File: src/rtl/wb_arb_pkg.sv
// Shared types and constants for the WB / long-latency-unit register-file write-port arbiter.
package wb_arb_pkg;

    localparam int ARB_XLEN = 32;
    localparam logic [4:0] REG_X0 = 5'd0;

    typedef enum logic {
        NORMAL = 1'b0,
        STARVE = 1'b1
    } arb_state_t;

    typedef struct packed {
        logic                live;
        logic [4:0]          rd;
        logic [ARB_XLEN-1:0] data;
    } fifo_entry_t;

    function automatic logic [31:0] rd_onehot(input logic [4:0] rd);
        rd_onehot = 32'd1 << rd;
    endfunction

endpackage

File: src/rtl/wb_arb_fifo.sv
// LLU result FIFO: DEPTH entries with per-entry live bits, kill-by-rd and a registered
// pending-destination mask.
module wb_arb_fifo
    import wb_arb_pkg::*;
#(
    parameter int DEPTH = 2
) (
    input  logic                clk,
    input  logic                rst,
    input  logic                push,
    input  logic [4:0]          push_rd,
    input  logic [ARB_XLEN-1:0] push_data,
    input  logic                pop,
    input  logic                kill,
    input  logic [4:0]          kill_rd,
    output logic                full,
    output logic                empty,
    output fifo_entry_t         head,
    output logic [31:0]         pend_mask
);

    localparam int AW = $clog2(DEPTH);

    logic [AW:0]  wptr;
    logic [AW:0]  rptr;
    fifo_entry_t  mem   [DEPTH];
    fifo_entry_t  mem_n [DEPTH];
    logic [31:0]  mask_n;
    logic         push_ok;
    logic         pop_ok;

    assign empty   = (wptr == rptr);
    assign full    = (wptr[AW] != rptr[AW]) && (wptr[AW-1:0] == rptr[AW-1:0]);
    assign head    = mem[rptr[AW-1:0]];
    assign push_ok = push && !full;
    assign pop_ok  = pop && !empty;

    // Dead slots carry live=0, so the mask can simply OR over all storage.
    always_comb begin
        mask_n = '0;
        for (int i = 0; i < DEPTH; i++) begin
            mem_n[i] = mem[i];
            if (kill && (mem[i].rd == kill_rd))
                mem_n[i].live = 1'b0;
        end
        if (pop_ok)
            mem_n[rptr[AW-1:0]].live = 1'b0;
        if (push_ok)
            mem_n[wptr[AW-1:0]] = '{live: 1'b1, rd: push_rd, data: push_data};
        for (int i = 0; i < DEPTH; i++) begin
            if (mem_n[i].live)
                mask_n = mask_n | rd_onehot(mem_n[i].rd);
        end
    end

    always_ff @(posedge clk) begin
        if (rst) begin
            wptr      <= '0;
            rptr      <= '0;
            pend_mask <= '0;
            for (int i = 0; i < DEPTH; i++)
                mem[i] <= '0;
        end else begin
            for (int i = 0; i < DEPTH; i++)
                mem[i] <= mem_n[i];
            if (push_ok)
                wptr <= wptr + 1'b1;
            if (pop_ok)
                rptr <= rptr + 1'b1;
            pend_mask <= mask_n;
        end
    end

endmodule

File: src/rtl/wb_port_arbiter.sv
// Register-file write-port arbiter between the WB stage and a long-latency unit.
// Optional same-cycle LLU bypass when built with WB_ARB_BYPASS_EN.
//
//   state  | meaning
//   NORMAL | WB has priority, FIFO head drains into idle WB slots
//   STARVE | pipeline stalled, FIFO head is forced out
module wb_port_arbiter
    import wb_arb_pkg::*;
#(
    parameter int XLEN     = 32,
    parameter int DEPTH    = 2,
    parameter int MAX_WAIT = 4
) (
    input  logic            clk,
    input  logic            rst,
    input  logic            wb_valid_i,
    input  logic [4:0]      wb_rd_i,
    input  logic [XLEN-1:0] wb_data_i,
    input  logic            llu_valid_i,
    input  logic [4:0]      llu_rd_i,
    input  logic [XLEN-1:0] llu_data_i,
    output logic            llu_ready_o,
    output logic            rf_we_o,
    output logic [4:0]      rf_rd_o,
    output logic [XLEN-1:0] rf_wdata_o,
    output logic            stall_o,
    output logic [31:0]     pend_mask_o
);

    localparam int AGE_W = $clog2(MAX_WAIT + 1);
    localparam logic [AGE_W-1:0] AGE_MAX = AGE_W'(MAX_WAIT);

    if (XLEN != ARB_XLEN) begin : g_xlen_check
        $error("wb_port_arbiter: XLEN must match the FIFO entry data width");
    end

    arb_state_t       state;
    logic [AGE_W-1:0] age;
    logic             full;
    logic             empty;
    fifo_entry_t      head;
    logic             wb_grant;
    logic             head_grant;
    logic             llu_xfer;
    logic             bypass;
    logic             push;

    assign wb_grant    = (state == NORMAL) && wb_valid_i && (wb_rd_i != REG_X0);
    assign head_grant  = !empty && !wb_grant;
    assign llu_ready_o = !full && !rst;
    // x0 results are accepted on the handshake but dropped here.
    assign llu_xfer    = llu_valid_i && llu_ready_o && (llu_rd_i != REG_X0);

`ifdef WB_ARB_BYPASS_EN
    assign bypass = llu_xfer && empty && !wb_grant;
`else
    assign bypass = 1'b0;
`endif

    assign push = llu_xfer && !bypass;

    wb_arb_fifo #(
        .DEPTH (DEPTH)
    ) u_fifo (
        .clk       (clk),
        .rst       (rst),
        .push      (push),
        .push_rd   (llu_rd_i),
        .push_data (llu_data_i),
        .pop       (head_grant),
        .kill      (wb_grant),
        .kill_rd   (wb_rd_i),
        .full      (full),
        .empty     (empty),
        .head      (head),
        .pend_mask (pend_mask_o)
    );

    // A killed head is still granted and popped, it just does not write.
    always_comb begin
        rf_we_o    = 1'b0;
        rf_rd_o    = REG_X0;
        rf_wdata_o = '0;
        if (!rst) begin
            if (wb_grant) begin
                rf_we_o    = 1'b1;
                rf_rd_o    = wb_rd_i;
                rf_wdata_o = wb_data_i;
            end else if (head_grant && head.live) begin
                rf_we_o    = 1'b1;
                rf_rd_o    = head.rd;
                rf_wdata_o = head.data;
            end else if (bypass) begin
                rf_we_o    = 1'b1;
                rf_rd_o    = llu_rd_i;
                rf_wdata_o = llu_data_i;
            end
        end
    end

    always_ff @(posedge clk) begin
        if (rst || empty || head_grant)
            age <= '0;
        else if (age != AGE_MAX)
            age <= age + 1'b1;
    end

    always_ff @(posedge clk) begin
        if (rst) begin
            state   <= NORMAL;
            stall_o <= 1'b0;
        end else begin
            case (state)
                NORMAL: begin
                    if (!empty && (age == AGE_MAX) && !head_grant) begin
                        state   <= STARVE;
                        stall_o <= 1'b1;
                    end
                end
                STARVE: begin
                    if (head_grant) begin
                        state   <= NORMAL;
                        stall_o <= 1'b0;
                    end
                end
                default: begin
                    state   <= NORMAL;
                    stall_o <= 1'b0;
                end
            endcase
        end
    end

endmodule
File: config.mk
export PLATFORM = sky130hd
export DESIGN_NAME = wb_port_arbiter
export DESIGN_NICKNAME = d
export VERILOG_FILES = /design/src/rtl/wb_arb_pkg.sv /design/src/rtl/wb_arb_fifo.sv /design/src/rtl/wb_port_arbiter.sv
export SDC_FILE = /design/constraint.sdc
export NUM_CORES = 1
export LEC_CHECK = 0
export BUFFER_PORTS_ARGS = -buffer_cell sky130_fd_sc_hd__buf_2
export CAP_MARGIN = 10
export CORE_AREA = 3 3 104 106
export DETAILED_ROUTE_END_ITERATION = 8
export DIE_AREA = 0 0 107 109
export GPL_TIMING_DRIVEN = 0
export PLACE_DENSITY = 0.81
export REMOVE_ABC_BUFFERS = 1
export SLEW_MARGIN = 20
export SYNTH_ARGS = -nofsm -noshare
export SYNTH_HDL_FRONTEND = slang
export SYNTH_SLANG_ARGS = --single-unit
File: constraint.sdc
create_clock -name clk -period 10.75 [get_ports clk]
set_clock_uncertainty 0.15 [all_clocks]
set_input_delay 3.225 -clock clk [delete_from_list [all_inputs] [get_ports clk]]
set_output_delay 3.225 -clock clk [all_outputs]
set_load 0.01 [all_outputs]
==> results.md <==
* Max-Cap Viols at 0
* Final worst-path cycle share at 86.7%
* Worst-path maximum fanout at 36
* Post-Synthesis Cell Area at between 5000 and 6000 µm²
* Slew @ Worst Pin at 1.05 ns
* Synth-to-layout area growth at 24.3%
* Post-synth ARST share at 0%
* Via count at 5672
* Power per cell area at 175 nW/µm²
* Worst Hold Launch: u_fifo.mem[0][3]
* Synth Area in Adders at 0.446%
* Placer Congestion at 0.920
* Num rows at 36
* Hold Vio Cnt, Final at 0
* Complex-gate fraction of the synthesized area at 22.0%
* Antenna-violating nets left at 0
* DR vias/cell at 5.85
* RSZ-0062 raised after global routing: false
* # nets final at 905
* Die Area at approximately 12000 µm²
* Startpoint Class: input pin
* Top Ports at 150
* Yosys warning count at 0
* Total GRT Usage at 27.5%
* Worst Hold Endpoint: u_fifo.mem[0][3]
* Routed WL at 16000 µm
* Initial Utilization at 56.9%
* Fin crit period at roughly 9.3 ns
* CTS clock-pin slew for the worst setup and hold paths at approximately 0.050 ns
* Remaining global-route overflow at 0
* Hold Buf Count CTS at 0
* Max Buffers Root-to-Sink at 2
* Leak at 2.74 nW
* Router iterations before antenna repair at 5
* Worst R2R Setup Slack at 7.21 ns
* # Post-CTS Setup Buffers at 0
* First-pass GRT wire length at 25400 µm
* Slowest stage cell, crit path: nand2_1
* # diodes at 0
* Largest area contributor in the netlist: dfxtp_1
* # fillers at 736
* Port Buffers at 149
* Syn avg cell area at slightly below 8 µm²
* Final instance area at roughly 7000 µm²
* Maximum vdd ir drop at 0.0000987 V
* CTS tree: yes
* Main combinational cell family by area after synthesis: compound AO/OA/AOI/OAI gates
* Most frequent cell on the critical path: buf_2
* Vias in the first global route at 5328
* Routed len/inst at about 17 µm
* Most frequent cell after synthesis: nand2_1
* Commonest cells post-synth: 199 x nand2_1, 118 x dfxtp_1, 78 x a21oi_1
* Critical path depth at 7
* CP Capture Type: output port
* DR iter-0 viols at 438
* Total core area at 9860 µm²
* Multiplexer share of the synthesized area at around 6.8%
* Hold Path Depth at 2
* EDFF count, synth at 0
* Residual DRC at 0
* Clk sinks at 118
* Reg-to-reg endpoint: u_fifo.pend_mask[0]
* Outcome: finished clean
* RR Startpoint: u_fifo.wptr[1]
* XOR/XNOR share of the synthesized area at under 10%
* Simple logic cell fraction of the synthesized area at 21.2%
* Distinct cells, synth at 57
* Pin count of the biggest net entering global routing at 55
* Post-Syn Instances at 710
* Most used DFF post-synth: dfxtp_1
* Post-DP HPWL at 10900 µm
* Final setup fails at 0
* Crit Path Category: input pin to output port
* Top cell type's share of synthesized area at 42.1%
* Num CTS Buffers at 17
* Critical Path RT at 7.38 ns
* Count of pins over their slew limit at 0
* FMAX at 0.107 GHz
* Relative slew slack at 29.9%
* FF-to-FF path depth at 6
* Die width at 107 µm
* Die Height at around 110 µm
* Post_cts resized at 0
* H-tree depth at 4
* Top post-synthesis cells by area: dfxtp_1 42%, nand2_1 13%, a21oi_1 7.0%, mux2i_1 6.6%, o21ai_0 4.1%
* Yosys reg bits at 118
* Initial antenna violation count at 0
* DP Area at 6380 µm²
* Clock root buffer master: clkbuf_8
* Largest stage delay on the critical path at 0.64 ns
* Critical path arrival at a little under 6 ns
* Largest delay share family, worst path: simple AND/OR/NAND/NOR gates
* TNS Setup at 0 ns
* Register area share after synthesis at 42.1%
* Buffers & Inverters on Critical Path at 2
* Share of cells above drive strength 1 at between 20% and 30%
* Hold WC Path Type: register to register
* Clock latency on the worst-skew pair at 0.52 ns
* Sequence of cells on the critical path: buf_2 > or4_1 > o21ai_2 > and2_0 > nand2_1 > o21ai_0 > buf_2
[worst max path at each step]
stage,startpoint,to,slack [ns]
6_report,wb_rd_i[0],rf_wdata_o[11],1.43
5_1_grt,wb_rd_i[0],rf_wdata_o[11],1.21
4_1_cts,wb_rd_i[0],rf_wdata_o[11],1.53
3_5_place_dp,wb_rd_i[0],rf_wdata_o[11],1.54
3_3_place_gp,rst,rf_rd_o[1],1.23
2_1_floorplan,wb_rd_i[0],rf_rd_o[0],2.27
[worst reg2reg max path: cells and delay by family (launching register included)]
family | cells | cell delay, ns
muxes | 1 | 0.80
and+or+nand+nor | 2 | 0.93
xor gates and xnor gates | 1 | 0.22
DFF | 1 | 0.34
AOI/OAI and AO/OA | 2 | 0.99
[metrics by stage]
stage / util, % / power, W / worst slack [ns] / cells / hold WS, ns
finish: 70.7 / 0.00122 / 1.43 / 969 / 0.302
floorplan: - / 0.000588 / 2.27 / 654 / 0.280
detailed placement: 64.6 / 0.000654 / 1.54 / 939 / 0.296
global placement: 63.6 / 0.000649 / 1.23 / 936 / 0.291
CTS: 70.7 / 0.00122 / 1.53 / 969 / 0.303
global route: 70.7 / 0.00127 / 1.21 / 969 / 0.322
[flip-flops by register name, summed over array words and instances, names as in the netlist, named ones only]
signal	flops
u_fifo.wptr	2
u_fifo.mem	76
age	3
u_fifo.pend_mask	32
state	1
stall_o	1
u_fifo.rptr	2
[cells by family after synthesis]
| kind of cell | Yosys count |
|---|---|
| XOR/XNOR | 17 |
| flip-flops | 118 |
| AO/OA/AOI/OAI | 194 |
| adder cells (fa/ha/maj) | 2 |
| buffers and inverters | 63 |
| AND/OR/NAND/NOR | 278 |
| multiplexers | 38 |
[where the power goes]
part	switching [W]	internal [W]	total, W
Sequential	0.0000356	0.000456	0.000492
Clock	0.000190	0.000385	0.000575
Combinational	0.0000889	0.0000686	0.000158
[layout by cell type, fill, tap and decap left out, types with 5 or more instances in the layout]
master,n
dfxtp_1,117
xnor2_1,13
nand3_1,10
a22oi_1,5
nand2_1,198
a21oi_1,78
mux2i_1,37
clkbuf_16,16
buf_2,148
a32o_1,16
nor3b_1,5
nor2_1,23
nand3b_1,8
o21ai_0,46
nor3_1,9
o32ai_1,15
inv_1,7
[final cells by class]
class	instances	area [µm²]	share of cell area, %
well taps	133	166	2.38
flip-flops and latches	118	2370	33.9
clock buffers	21	449	6.44
multi-input cells	529	3000	42.9
clock inverters	9	151	2.17
repair buffers	152	823	11.8
inverters	7	26.3	0.377
[routing by layer]
metal | global-route usage (%) | wire, µm | up-vias
li1 | - | - | 2700
met2 | 47.0 | 7870 | 264
met5 | 0 | 0 | -
met4 | 10.2 | 349 | 0
met3 | 7.70 | 1250 | 34
met1 | 33.1 | 6550 | 2674
Power figures use the tool's default switching activity.
